## config.mk

```make
export PLATFORM = sky130hd
export DESIGN_NAME = sync_updown_counter_flat
export DESIGN_NICKNAME = d
export VERILOG_FILES = /design/src/rtl/sync_updown_counter_if.sv /design/src/rtl/sync_updown_counter.sv /design/src/flat_wrapper.sv
export SDC_FILE = /design/constraint.sdc
export NUM_CORES = 1
export LEC_CHECK = 0
export ABC_AREA = 1
export BUFFER_PORTS_ARGS = -buffer_cell sky130_fd_sc_hd__clkbuf_2
export CAP_MARGIN = 30
export CORE_UTILIZATION = 46
export DETAILED_ROUTE_END_ITERATION = 10
export HOLD_SLACK_MARGIN = 0.06
export PLACE_DENSITY = 0.77
export SLEW_MARGIN = 20
export SYNTH_ARGS = -nofsm -noshare
export SYNTH_HDL_FRONTEND = slang
export SYNTH_SLANG_ARGS = --single-unit
export TNS_END_PERCENT = 5
```

## constraint.sdc

```tcl
create_clock -name clk -period 1.95 [get_ports clk]
set_clock_uncertainty 0.15 [all_clocks]
set_input_delay 0.0975 -clock clk [delete_from_list [all_inputs] [get_ports clk]]
set_output_delay 0.0975 -clock clk [all_outputs]
set_load 0.02 [all_outputs]
```

## src/rtl/sync_updown_counter_if.sv

```systemverilog
// Control and count bundle for the synchronous modulo-N up/down counter.
// Latency: none of its own; it only groups signals.
// Backpressure: none; the counter accepts a control word every clock.
interface sync_updown_counter_if #(
  parameter int WIDTH = 6
);
  // Controls from the user of the counter
  logic             en;
  logic             up;
  logic             load;
  logic [WIDTH-1:0] din;
  // Count state and cascade outputs from the counter
  logic [WIDTH-1:0] q;
  logic [WIDTH-1:0] qnot;
  logic             tc;
  logic             wrap;

  // The block driving controls and consuming the count
  modport master (
    output en, up, load, din,
    input  q, qnot, tc, wrap
  );

  // The counter itself
  modport slave (
    input  en, up, load, din,
    output q, qnot, tc, wrap
  );
endinterface

```

## src/rtl/sync_updown_counter.sv

```systemverilog
// Synchronous modulo-MODULUS up/down counter with saturating parallel load and cascade tc.
// Latency: q and wrap update one clk after the controls are sampled; tc and qnot are combinational.
// Backpressure: none; en/load are honoured on every edge, with clear > load > en > hold.
module sync_updown_counter #(
  parameter int WIDTH   = 6,
  parameter int MODULUS = 64
) (
  input logic                 clk,
  input logic                 clear,
  sync_updown_counter_if.slave bus
);

  // Reject moduli that cannot be represented or that would allow back-to-back wraps
  if (MODULUS < 2 || MODULUS > (1 << WIDTH)) begin : g_bad_modulus
    $error("sync_updown_counter: MODULUS must lie in 2..2**WIDTH");
  end

  localparam logic [WIDTH-1:0] MAXV = WIDTH'(MODULUS - 1);
  localparam logic [WIDTH-1:0] ONE  = WIDTH'(1);

  logic [WIDTH-1:0] q_r;
  logic [WIDTH-1:0] q_nxt;
  logic             wrap_r;
  logic             at_end;
  logic             tc;

  // Terminal condition for the current direction, then gate it into the cascade carry/borrow
  always_comb begin
    at_end = bus.up ? (q_r == MAXV) : (q_r == '0);
    tc     = bus.en & ~bus.load & at_end;
  end

  // Next count: saturating load wins, otherwise count modulo MODULUS in the chosen direction
  always_comb begin
    q_nxt = q_r;
    if (bus.load) begin
      q_nxt = (bus.din > MAXV) ? MAXV : bus.din;
    end else if (bus.en) begin
      if (bus.up) begin
        q_nxt = at_end ? '0 : q_r + ONE;
      end else begin
        q_nxt = at_end ? MAXV : q_r - ONE;
      end
    end
  end

  // Count and wrap registers; clear acts immediately and masks every edge while high
  always_ff @(posedge clk or posedge clear) begin
    if (clear) begin
      q_r    <= '0;
      wrap_r <= 1'b0;
    end else begin
      q_r    <= q_nxt;
      wrap_r <= tc;
    end
  end

  assign bus.q    = q_r;
  assign bus.qnot = ~q_r;
  assign bus.tc   = tc;
  assign bus.wrap = wrap_r;

endmodule

```

## src/flat_wrapper.sv

```systemverilog
// flat-port wrapper written by rule: the top's interface ports become plain ports
module sync_updown_counter_flat 
#(
  parameter int WIDTH   = 6,
  parameter int MODULUS = 64
)
  (clk, clear, bus_en, bus_up, bus_load, bus_din, bus_q, bus_qnot, bus_tc, bus_wrap);
  sync_updown_counter_if #(.WIDTH(WIDTH)) bus_i ();
  input logic clk;
  input logic clear;
  input wire logic [$bits(bus_i.en)-1:0] bus_en;
  input wire logic [$bits(bus_i.up)-1:0] bus_up;
  input wire logic [$bits(bus_i.load)-1:0] bus_load;
  input wire logic [$bits(bus_i.din)-1:0] bus_din;
  output wire logic [$bits(bus_i.q)-1:0] bus_q;
  output wire logic [$bits(bus_i.qnot)-1:0] bus_qnot;
  output wire logic [$bits(bus_i.tc)-1:0] bus_tc;
  output wire logic [$bits(bus_i.wrap)-1:0] bus_wrap;
  assign bus_i.en = bus_en;
  assign bus_i.up = bus_up;
  assign bus_i.load = bus_load;
  assign bus_i.din = bus_din;
  assign bus_q = bus_i.q;
  assign bus_qnot = bus_i.qnot;
  assign bus_tc = bus_i.tc;
  assign bus_wrap = bus_i.wrap;
  sync_updown_counter #(.WIDTH(WIDTH), .MODULUS(MODULUS)) u_core (.clk(clk), .clear(clear), .bus(bus_i));
endmodule
```

==> results.py <==
metrics = {
    "worst_setup_path": {
        "cp.required_ps": 1700,
        "cp_slowest_cell": "dfrtp_1",
        "critical_path_buf_inv_count": 1,
        "path_class": "register to output port",
        "cp-start-kind": "register",
        "crit_fanout": 6,
        "crit_family": "flip-flops",
        "endpoint_kind": "output port",
        "timing.reg2reg.setup_slack_ps": 240,
        "crit_chain": "ha_1 -> nand3_2 -> nor2_2 -> nand2_2 -> a21oi_2 -> buf_4",
        "cp.arrival_ps": 1650,
        "max_stage_delay_ps": 460,
    },
    "global_route": {
        "met1_usage_pct": 37.6,
        "grtUsageMet2_pct": 46.7,
        "antenna_found_initial": 0,
        "grt_pass1_vias": 703,
        "grt_pass1_wl_mm": 3.08,
        "grt_usage_pct": 31.1,
        "grt_overflow": 0,
        "busiest_layer": "met2",
        "grt_use_met3_pct": 9.83,
        "grt_max_degree": 11,
    },
    "clock_tree": {
        "cts.clk_slew.worst_paths_ps": 60,
        "htree_levels": 1,
        "cts_made_buffers": 3,
        "cts_max_path_buffers": 2,
        "root_buffer": "clkbuf_4",
        "cts_tree": "built",
        "cts.sinks": 7,
        "clock_latency_ps": 270,
    },
    "power": {
        "max-vdd-ir-drop_v": 0.000458,
        "power_uw": 604,
        "powerDensity_nw_per_um2": 649,
        "total_leakage_power_nw": 0.496,
    },
    "yosys": {
        "seq_area_frac_synth_pct": 28.2,
        "ys.flop_type": "dfrtp_1",
        "synthTopCellsByArea": "dfrtp_1 (28%), nand2_1 (16%), nand3_1 (12%)",
        "synth_top_area_cell": "dfrtp_1",
        "synth_top_area_share_pct": 28.2,
        "synth-seq-cells": 7,
        "syn_nets": 107,
        "syn_area_per_cell_um2": 6.69,
        "synth-edff-count": 0,
        "yosysMostFrequentCell": "nand2_1",
        "syn_area_um2": 622,
        "yosys_warnings": 0,
        "ys_types": 20,
        "async_flop_share_pct": 100,
        "synth_common_cells": "nand2_1 (26), nand3_1 (15), inv_1 (10)",
        "synthCells": 93,
    },
    "route": {
        "detail-route-antenna-nets": 0,
        "dr.pass1.iters": 4,
        "drc": 0,
        "post_drt_wl_per_cell_um": 13.2,
        "drt-initial-drc-count": 62,
        "viasPerCell": 5.61,
        "via_count": 836,
        "totalWireLength_mm": 1.96,
    },
    "timing": {
        "hold_viol_final": 0,
        "worst_pin_slew_ps": 375,
        "holdWs_ps": 87.7,
        "rsz0062_at_grt": "true",
        "max_slew_margin_pct": 75.0,
        "fin_crit_sh_pct": 97.3,
        "setup_slack_ps": 53.1,
        "setup-tns-final_ps": 0,
        "min_period_ps": 1900,
        "finalSetupViolCount": 0,
        "maxSlewViolCount": 0,
        "max_freq_mhz": 527,
    },
    "floorplan": {
        "die_area_um2": 1500,
        "start_util_pct": 52.4,
        "die_h_um": 38.8,
        "num_rows": 12,
        "die_x_um": 38.8,
        "pin_count": 25,
        "core_um2": 1190,
    },
    "cells_and_area": {
        "layout-drive-gt1-share_pct": 30.4,
        "diodes": 0,
        "finalNonFillerCells": 149,
        "num-nets-final": 150,
        "fillerInstances": 82,
        "area_delta_synth_final_pct": 49.7,
    },
    "placement": {
        "gp_congestion": 0.818,
        "dp_cells": 130,
        "dp_slack_ps": 214,
        "dp.final_hpwl_mm": 1.29,
        "portBuffers": 24,
    },
    "outcome": {
        "status": "finished, final reports clean",
    },
    "worst_hold_path": {
        "hold_path.class": "primary input to register",
    },
    "run": {
        "cap_viol_max_count": 0,
    },
}
## worst register-to-register path: stages, from the launching register on
cell      delay [ps]
dfrtp_2          460
inv_1            110
ha_1             140
inv_1             40
nor2_1           140
nand4_2          150
buf_4            170
nand2_1           60
nand3b_1         110
nand2_1           50
nand2_1           60
## state kept, by name, summed over array words and instances, names as in the netlist
| signal | flops |
|---|---|
| u_core.bus.wrap | 1 |
| u_core.bus.q | 6 |
## logic make-up (layout without fill, tap and decap cells)
logic type,after synthesis,count (layout),share of synthesized area (%)
and+or+nand+nor,60,60,45.5
buffers and inverters,12,54,8.45
xor gates and xnor gates,1,1,1.41
adders and majority gates,3,3,6.04
AOI/OAI and AO/OA,10,10,10.5
DFF,7,7,28.2
## stage by stage
| stage | area (um2) | util, % |
|---|---|---|
| finish | 931 | 78.5 |
| global route | 931 | 78.5 |
| CTS | 918 | 77.4 |
| detailed placement | 752 | 63.4 |
| global placement | 752 | 63.4 |
| floorplan | 626 | - |
## layout make-up
| cell class | instances | area, um2 | share of cell area (%) |
|---|---|---|---|
| clock buffer | 3 | 22.5 | 2.42 |
| clock inverter | 1 | 5.00 | 0.538 |
| inverter | 11 | 41.3 | 4.44 |
| multi-input combinational | 74 | 400 | 43.0 |
| sequential | 7 | 176 | 19.0 |
| tap | 14 | 17.5 | 1.88 |
| timing repair buffer | 39 | 268 | 28.8 |
## power breakdown
part           total, mW  internal, mW  switching [mW]  leakage (nW)
combinational      0.258         0.101           0.157         0.394
clock              0.143        0.0757          0.0674        0.0177
sequential         0.202         0.162          0.0408        0.0848
total              0.604         0.339           0.265         0.496
## path summary, 6_finish.rpt
path | startpoint | to | cells after the start
setup / recovery | u_core.bus.q[0] | bus_tc | 6
hold / removal | bus_load | u_core.bus.q[4] | 4
setup reg to reg | u_core.bus.q[1] | u_core.bus.q[3] | 10
hold reg to reg | u_core.bus.q[4] | u_core.bus.q[4] | 2
max in group asynchronous | clear | u_core.bus.q[1] | 3
min in group asynchronous | clear | u_core.bus.q[2] | 3
## per-layer routing
metal  wire, um  vias up
met2        954       61
met1        789      371
met3        180        6
met5          0        -
met4         38        0
li1           -      398
## placed cells by master, fill, tap and decap left out
| master | synthesis | layout |
|---|---|---|
| nand2_1 | 26 | 26 |
| clkbuf_2 | 0 | 23 |
| nand3_1 | 15 | 15 |
| dlygate4sd3_1 | 0 | 13 |
| inv_1 | 10 | 9 |
| nor2_1 | 8 | 7 |
| dfrtp_1 | 7 | 6 |
| nor2_2 | 3 | 4 |
| nand4_1 | 4 | 4 |
| a22oi_1 | 4 | 4 |
| ha_1 | 3 | 3 |
| clkbuf_4 | 0 | 3 |
| buf_4 | 0 | 3 |
| inv_2 | 1 | 2 |
| o211ai_1 | 2 | 2 |
| nand4_2 | 1 | 1 |
| nand3_2 | 1 | 1 |
| nand3b_1 | 1 | 1 |
| o21ai_1 | 1 | 1 |
| nand2_2 | 1 | 1 |
| a21oi_2 | 0 | 1 |
| xor2_1 | 1 | 1 |
| a21oi_1 | 2 | 1 |
| o21ai_0 | 1 | 1 |
| clkinv_2 | 0 | 1 |
| dfrtp_2 | 0 | 1 |
## timing repair
| action | CTS | global route |
|---|---|---|
| setup endpoints to repair | 1 | 3 |
| buffers inserted | 1 | 1 |
| resized for setup | 2 | 3 |
| hold endpoints to repair | 14 | 0 |
| hold buffers | 13 | 0 |
Note: power is estimated with default switching activity, not from simulation.
